File: config.mk
export PLATFORM = sky130hd
export DESIGN_NAME = if_fetch_unit_flat
export DESIGN_NICKNAME = d
export VERILOG_FILES = /design/src/rtl/if_fetch_unit_if.sv /design/src/rtl/if_fetch_unit.sv /design/src/flat_wrapper.sv
export SDC_FILE = /design/constraint.sdc
export NUM_CORES = 1
export LEC_CHECK = 0
export CAP_MARGIN = 5
export CORE_MARGIN = 2
export CORE_UTILIZATION = 48
export CTS_BUF_LIST = sky130_fd_sc_hd__clkbuf_4
export CTS_CLUSTER_SIZE = 25
export DETAILED_ROUTE_END_ITERATION = 7
export PLACE_DENSITY = 0.78
export RECOVER_POWER = 25
export SYNTH_ARGS = -nofsm -noshare
export SYNTH_HDL_FRONTEND = slang
export SYNTH_SLANG_ARGS = --single-unit
File: constraint.sdc
create_clock -name clk_i -period 7.2 [get_ports clk_i]
set_input_delay 2.16 -clock clk_i [delete_from_list [all_inputs] [get_ports clk_i]]
set_output_delay 2.16 -clock clk_i [all_outputs]
set_load 0.05 [all_outputs]
File: src/rtl/if_fetch_unit_if.sv
// Instruction-memory request/response bundle between the fetch stage (master)
// and instruction memory (slave).
`ifndef SYS_ADDR_SPACE
`define SYS_ADDR_SPACE 32
`endif
`ifndef INST_WIDTH
`define INST_WIDTH 32
`endif

interface if_fetch_unit_if #(
  parameter int AW = `SYS_ADDR_SPACE,
  parameter int IW = `INST_WIDTH
);
  logic          req;
  logic [AW-1:0] addr;
  logic          gnt;
  logic          rvalid;
  logic [IW-1:0] rdata;

  modport master (output req, addr, input gnt, rvalid, rdata);
  modport slave  (input req, addr, output gnt, rvalid, rdata);
endinterface

File: src/rtl/if_fetch_unit.sv
// Instruction-fetch stage: credit-based word fetch, in-order response FIFO and
// redirect flush with stale-response dropping. Optional: IF_MISALIGN_CHECK_EN.
`ifndef SYS_ADDR_SPACE
`define SYS_ADDR_SPACE 32
`endif
`ifndef INST_WIDTH
`define INST_WIDTH 32
`endif

module if_fetch_unit #(
  parameter int            AW         = `SYS_ADDR_SPACE,
  parameter int            IW         = `INST_WIDTH,
  parameter logic [AW-1:0] RESET_PC   = '0,
  parameter int            FIFO_DEPTH = 2
) (
  input  logic                  clk_i,
  input  logic                  rst_i,
  input  logic                  stall_i,
  input  logic                  redirect_i,
  input  logic [AW-1:0]         redirect_pc_i,
  if_fetch_unit_if.master       imem,
  output logic [IW-1:0]         instr_o,
  output logic [AW-1:0]         pc_o,
`ifdef IF_MISALIGN_CHECK_EN
  output logic                  misalign_o,
`endif
  output logic                  valid_o
);

  localparam int PW = $clog2(FIFO_DEPTH);
  localparam int CW = PW + 1;
  localparam logic [CW:0] DEPTH_C = (CW+1)'(FIFO_DEPTH);

  logic [AW-1:0] fpc_q, fpc_d;
  logic [AW-1:0] rsp_pc_q, rsp_pc_d;
  logic [CW-1:0] out_cnt_q, out_cnt_d;
  logic [CW-1:0] drop_cnt_q, drop_cnt_d;
  logic [CW-1:0] fifo_cnt_q, fifo_cnt_d;
  logic [PW-1:0] wr_ptr_q, wr_ptr_d;
  logic [PW-1:0] rd_ptr_q, rd_ptr_d;

  logic [IW-1:0] instr_mem_q [FIFO_DEPTH];
  logic [AW-1:0] pc_mem_q    [FIFO_DEPTH];

  logic [AW-1:0] redirect_tgt;
  logic          req_block;
  logic [CW:0]   credit_used;
  logic          req;
  logic          gnt_fire;
  logic          rsp_fire;
  logic          push;
  logic          pop;

`ifdef IF_MISALIGN_CHECK_EN
  logic misalign_q, misalign_d;

  // A misaligned target parks fetch at that address until the next aligned redirect.
  assign redirect_tgt = redirect_pc_i;
  assign misalign_d   = redirect_i ? (redirect_pc_i[1:0] != 2'b00) : misalign_q;
  assign req_block    = misalign_q;
  assign misalign_o   = misalign_q;

  always_ff @(posedge clk_i) begin
    if (rst_i) misalign_q <= 1'b0;
    else       misalign_q <= misalign_d;
  end
`else
  assign redirect_tgt = redirect_pc_i & ~AW'(3);
  assign req_block    = 1'b0;
`endif

  // Outstanding requests plus buffered words never exceed the FIFO size.
  assign credit_used = {1'b0, out_cnt_q} + {1'b0, fifo_cnt_q};
  assign req         = !rst_i && !redirect_i && !req_block && (credit_used < DEPTH_C);
  assign gnt_fire    = req && imem.gnt;
  assign rsp_fire    = imem.rvalid && (out_cnt_q != '0);
  assign push        = rsp_fire && (drop_cnt_q == '0) && !redirect_i;
  assign pop         = valid_o && !stall_i && !redirect_i;

  assign imem.req  = req;
  assign imem.addr = fpc_q;

  assign valid_o = (fifo_cnt_q != '0);
  assign instr_o = valid_o ? instr_mem_q[rd_ptr_q] : '0;
  assign pc_o    = valid_o ? pc_mem_q[rd_ptr_q]    : '0;

  always_comb begin
    fpc_d      = fpc_q;
    rsp_pc_d   = rsp_pc_q;
    out_cnt_d  = out_cnt_q;
    drop_cnt_d = drop_cnt_q;
    fifo_cnt_d = fifo_cnt_q;
    wr_ptr_d   = wr_ptr_q;
    rd_ptr_d   = rd_ptr_q;

    if (redirect_i) begin
      // Everything still in flight belongs to the old path and must be dropped.
      fpc_d      = redirect_tgt;
      rsp_pc_d   = redirect_tgt;
      out_cnt_d  = out_cnt_q - CW'(rsp_fire);
      drop_cnt_d = out_cnt_q - CW'(rsp_fire);
      fifo_cnt_d = '0;
      wr_ptr_d   = '0;
      rd_ptr_d   = '0;
    end else begin
      if (gnt_fire) fpc_d = fpc_q + AW'(4);
      out_cnt_d = out_cnt_q + CW'(gnt_fire) - CW'(rsp_fire);
      if (rsp_fire && (drop_cnt_q != '0)) drop_cnt_d = drop_cnt_q - CW'(1);
      if (push) begin
        rsp_pc_d = rsp_pc_q + AW'(4);
        wr_ptr_d = wr_ptr_q + PW'(1);
      end
      if (pop) rd_ptr_d = rd_ptr_q + PW'(1);
      fifo_cnt_d = fifo_cnt_q + CW'(push) - CW'(pop);
    end
  end

  always_ff @(posedge clk_i) begin
    if (rst_i) begin
      fpc_q      <= RESET_PC;
      rsp_pc_q   <= RESET_PC;
      out_cnt_q  <= '0;
      drop_cnt_q <= '0;
      fifo_cnt_q <= '0;
      wr_ptr_q   <= '0;
      rd_ptr_q   <= '0;
    end else begin
      fpc_q      <= fpc_d;
      rsp_pc_q   <= rsp_pc_d;
      out_cnt_q  <= out_cnt_d;
      drop_cnt_q <= drop_cnt_d;
      fifo_cnt_q <= fifo_cnt_d;
      wr_ptr_q   <= wr_ptr_d;
      rd_ptr_q   <= rd_ptr_d;
    end
  end

  always_ff @(posedge clk_i) begin
    if (push) begin
      instr_mem_q[wr_ptr_q] <= imem.rdata;
      pc_mem_q[wr_ptr_q]    <= rsp_pc_q;
    end
  end

endmodule

File: src/flat_wrapper.sv
// flat-port wrapper written by rule: the top's interface ports become plain ports
module if_fetch_unit_flat 
#(
  parameter int            AW         = `SYS_ADDR_SPACE,
  parameter int            IW         = `INST_WIDTH,
  parameter logic [AW-1:0] RESET_PC   = '0,
  parameter int            FIFO_DEPTH = 2
)
  (clk_i, rst_i, stall_i, redirect_i, redirect_pc_i, instr_o, pc_o, valid_o, imem_req, imem_addr, imem_gnt, imem_rvalid, imem_rdata);
  if_fetch_unit_if #(.AW(AW), .IW(IW)) imem_i ();
  input  logic clk_i;
  input  logic rst_i;
  input  logic stall_i;
  input  logic redirect_i;
  input  logic [AW-1:0] redirect_pc_i;
  output logic [IW-1:0] instr_o;
  output logic [AW-1:0] pc_o;
  output logic valid_o;
  output wire logic [$bits(imem_i.req)-1:0] imem_req;
  output wire logic [$bits(imem_i.addr)-1:0] imem_addr;
  input wire logic [$bits(imem_i.gnt)-1:0] imem_gnt;
  input wire logic [$bits(imem_i.rvalid)-1:0] imem_rvalid;
  input wire logic [$bits(imem_i.rdata)-1:0] imem_rdata;
  assign imem_req = imem_i.req;
  assign imem_addr = imem_i.addr;
  assign imem_i.gnt = imem_gnt;
  assign imem_i.rvalid = imem_rvalid;
  assign imem_i.rdata = imem_rdata;
  if_fetch_unit #(.AW(AW), .IW(IW), .RESET_PC(RESET_PC), .FIFO_DEPTH(FIFO_DEPTH)) u_core (.clk_i(clk_i), .rst_i(rst_i), .stall_i(stall_i), .redirect_i(redirect_i), .redirect_pc_i(redirect_pc_i), .imem(imem_i), .instr_o(instr_o), .pc_o(pc_o), .valid_o(valid_o));
endmodule
==> out/results.ini <==
[setup_path]
cp_top_family=simple AND/OR/NAND/NOR gates
path_class=input port to output port
cp-start-kind=input port
r2r-start=u_core.out_cnt_q[0]$_SDFF_PP0_
worstPathArrival_ns=3.54
cp.depth=4
cp_max_fo=8
rr_endpoint=u_core.imem.addr[31]$_SDFFE_PP0P_
cp.required_ns=5.04
cp-end-kind=output port
r2r_slack_ns=4.12
path_buf_inv=2
cp_slowest_cell=clkdlybuf4s50_1
path_cells=clkdlybuf4s50_1 -> or2_2 -> nor3_1 -> buf_12
max_stage_delay_ns=0.41
worstRegToRegCells=8

[routing]
routedWlPerCell_um=16.6
drc=0
drtPass1Iterations=5
vias=5867
via_per_inst=5.33
ant_nets=0
drtIter0Drc=301
routed_wl_um=18300

[clock_network]
post_cts_resized=0
postCtsSetupBuffers=0
cts_buffers=17
cts_max_path_buffers=2
clock_latency_ns=0.56
h-tree-depth=4
cts_tree=yes
clkSlewWorstSetupHoldPaths_ns=0.13
cts_hold_buf=0
cts.sink_count=193
clock-root-buffer=clkbuf_4

[global_route]
grt_usage=0.200
grt_pass1_wl_um=28600
grt_start_max_net_pins=74
grt_antenna_before_repair=1
overflow=0
grt_pass1_vias=5478

[logic_synthesis]
syn_avg_cell_area_um2=11.9
ys.warnings.count=0
synth_flop_cell=edfxtp_1
synth_edf_count=124
synth-seq-cells=193
synth_area_leaders=edfxtp_1, dfxtp_1, mux2i_1, nor2_1, xor2_1
synth_largest_area_cell=edfxtp_1
syn_inst=711
ys_types=56
seq_area_frac_synth=0.606
syn_area_mm2=0.00843
yosys.area.top_type_share=0.442
ys_async_sr_fraction=0

[job]
cap_viol_max_count=0

[layout]
fin_nets=940
design_area_mm2=0.0105
drive_above_1_share=0.0640
final_cell_mix=clkdlybuf4s50_1, edfxtp_1, nor2_1
area_growth_pct=25.1
layout_commonest_cell=clkdlybuf4s50_1
post-route-util=0.611

[outcome]
outcome=completed

[timing]
fin_tns_setup_ns=0
max_freq_mhz=175
setup_viol=0
finClkSkew_ns=0.0227
relSlewSlack=0.219
rsz0062_at_grt=false
final.min_clock_period_ns=5.70
hold_viol=0
maxSlewViolCount=0
worstMarginPinSlew_ns=1.17
period_share=0.792

[die]
die_w_um=136
io_pins=168
dieArea_mm2=0.0186
die_h_um=136
core_mm2=0.0172
start_util=0.489
fp-row-count=48

[power_and_ir_drop]
power-per-cell-area_mw_per_mm2=216
peakVddDrop_uv=95.3
p_leak_uw=0.00350

[placed_design]
dpl-instance-area_mm2=0.0102
hpwlAfterDp_um=12500
port_buffers=161
finalWeightedCongestion=0.860

[min_path]
min-delay-start=u_core.rsp_pc_q[22]$_SDFFE_PP0P_
min_to=u_core.pc_mem_q[1][22]$_DFFE_PP_
worstHoldPathType=register to register
min_path_cells=0

## cells in the mapped netlist (all sizes together), types with 2 or more instances
cell	instances
xnor2	19
inv	26
and3	9
clkbuf	26
o21bai	5
o21ai	3
and2	6
mux2i	65
dfxtp	69
o21a	2
o211ai	7
nand3	25
ha	7
nand2	34
and4	7
nor4	11
nand4	20
xor2	33
nor3	13
a21oi	33
or2	2
a211oi	12
nor2	90
o311ai	2
edfxtp	124
buf	11
a21boi	23
or3	4
a31oi	4
## power breakdown
| part | internal (µW) | switching, µW | leakage [µW] |
|---|---|---|---|
| Sequential | 1250 | 54.2 | 0.00170 |
| Combinational | 144 | 235 | 0.00163 |
| Clock | 250 | 339 | 0.000172 |
| Total | 1650 | 628 | 0.00350 |
## layout make-up
| cell class | count | area (µm²) |
|---|---|---|
| clock inverters | 12 | 140 |
| inverters | 26 | 97.6 |
| diodes | 1 | 2.50 |
| flip-flops and latches | 193 | 5110 |
| well taps | 225 | 282 |
| multi-input cells | 458 | 3100 |
| repair buffers | 166 | 1660 |
| clock buffers | 20 | 150 |
| fillers | 1436 | 6700 |
## routing by layer
| metal | share of wire | global-route usage | vias up | wire length, µm |
|---|---|---|---|---|
| met2 | 0.44 | 0.297 | 221 | 8000 |
| met4 | 0.019 | 0.0648 | 0 | 344 |
| li1 | - | - | 2878 | - |
| met5 | 0 | 0 | - | 0 |
| met3 | 0.077 | 0.0515 | 28 | 1400 |
| met1 | 0.47 | 0.286 | 2740 | 8570 |
## logic make-up (layout without fill, tap and decap cells)
family	after synthesis	in the layout	share of synthesized area
adders and majority gates	8	8	0.0128
xor gates and xnor gates	52	52	0.0541
DFF	193	193	0.606
AOI/OAI and AO/OA	98	98	0.0784
other	1	5	0.000445
muxes	66	66	0.0786
and+or+nand+nor	230	230	0.140
buffers and inverters	63	224	0.0298
## sequential cells by signal, indices dropped and copies added (netlist names), named ones only
name / flops
u_core.drop_cnt_q: 2
u_core.pc_mem_q: 60
u_core.rd_ptr_q: 1
u_core.out_cnt_q: 2
u_core.fifo_cnt_q: 2
u_core.rsp_pc_q: 30
u_core.instr_mem_q: 64
u_core.imem.addr: 30
u_core.wr_ptr_q: 1
## per-stage QoR
step           cells  power (µW)  setup WS [ns]  hold slack, ns
3_5_place_dp    1068        1710           1.53           0.498
6_report        1101        2270           1.50           0.524
5_1_grt         1101        2380           1.43           0.531
4_1_cts         1100        2300           1.50           0.523
2_1_floorplan    714        1570           1.21           0.460
3_3_place_gp    1068        1700           1.57           0.478
## how the worst max path moves through the flow
stage / to / slack [ns] / start
2_1_floorplan: imem_req / 1.21 / redirect_i
3_3_place_gp: imem_req / 1.57 / redirect_i
3_5_place_dp: imem_req / 1.53 / redirect_i
4_1_cts: imem_req / 1.50 / redirect_i
5_1_grt: imem_req / 1.43 / redirect_i
6_report: imem_req / 1.50 / redirect_i
## worst register-to-register path, cell delays in order (launching register included)
cell,delay (ns)
dfxtp_1,0.42
inv_1,0.08
nor2_1,0.13
fa_1,0.48
or3b_2,0.55
nor3_1,0.66
nand4_1,0.22
xor2_1,0.20
a211oi_1,0.26
No activity file was read; power rests on OpenSTA's default activity.
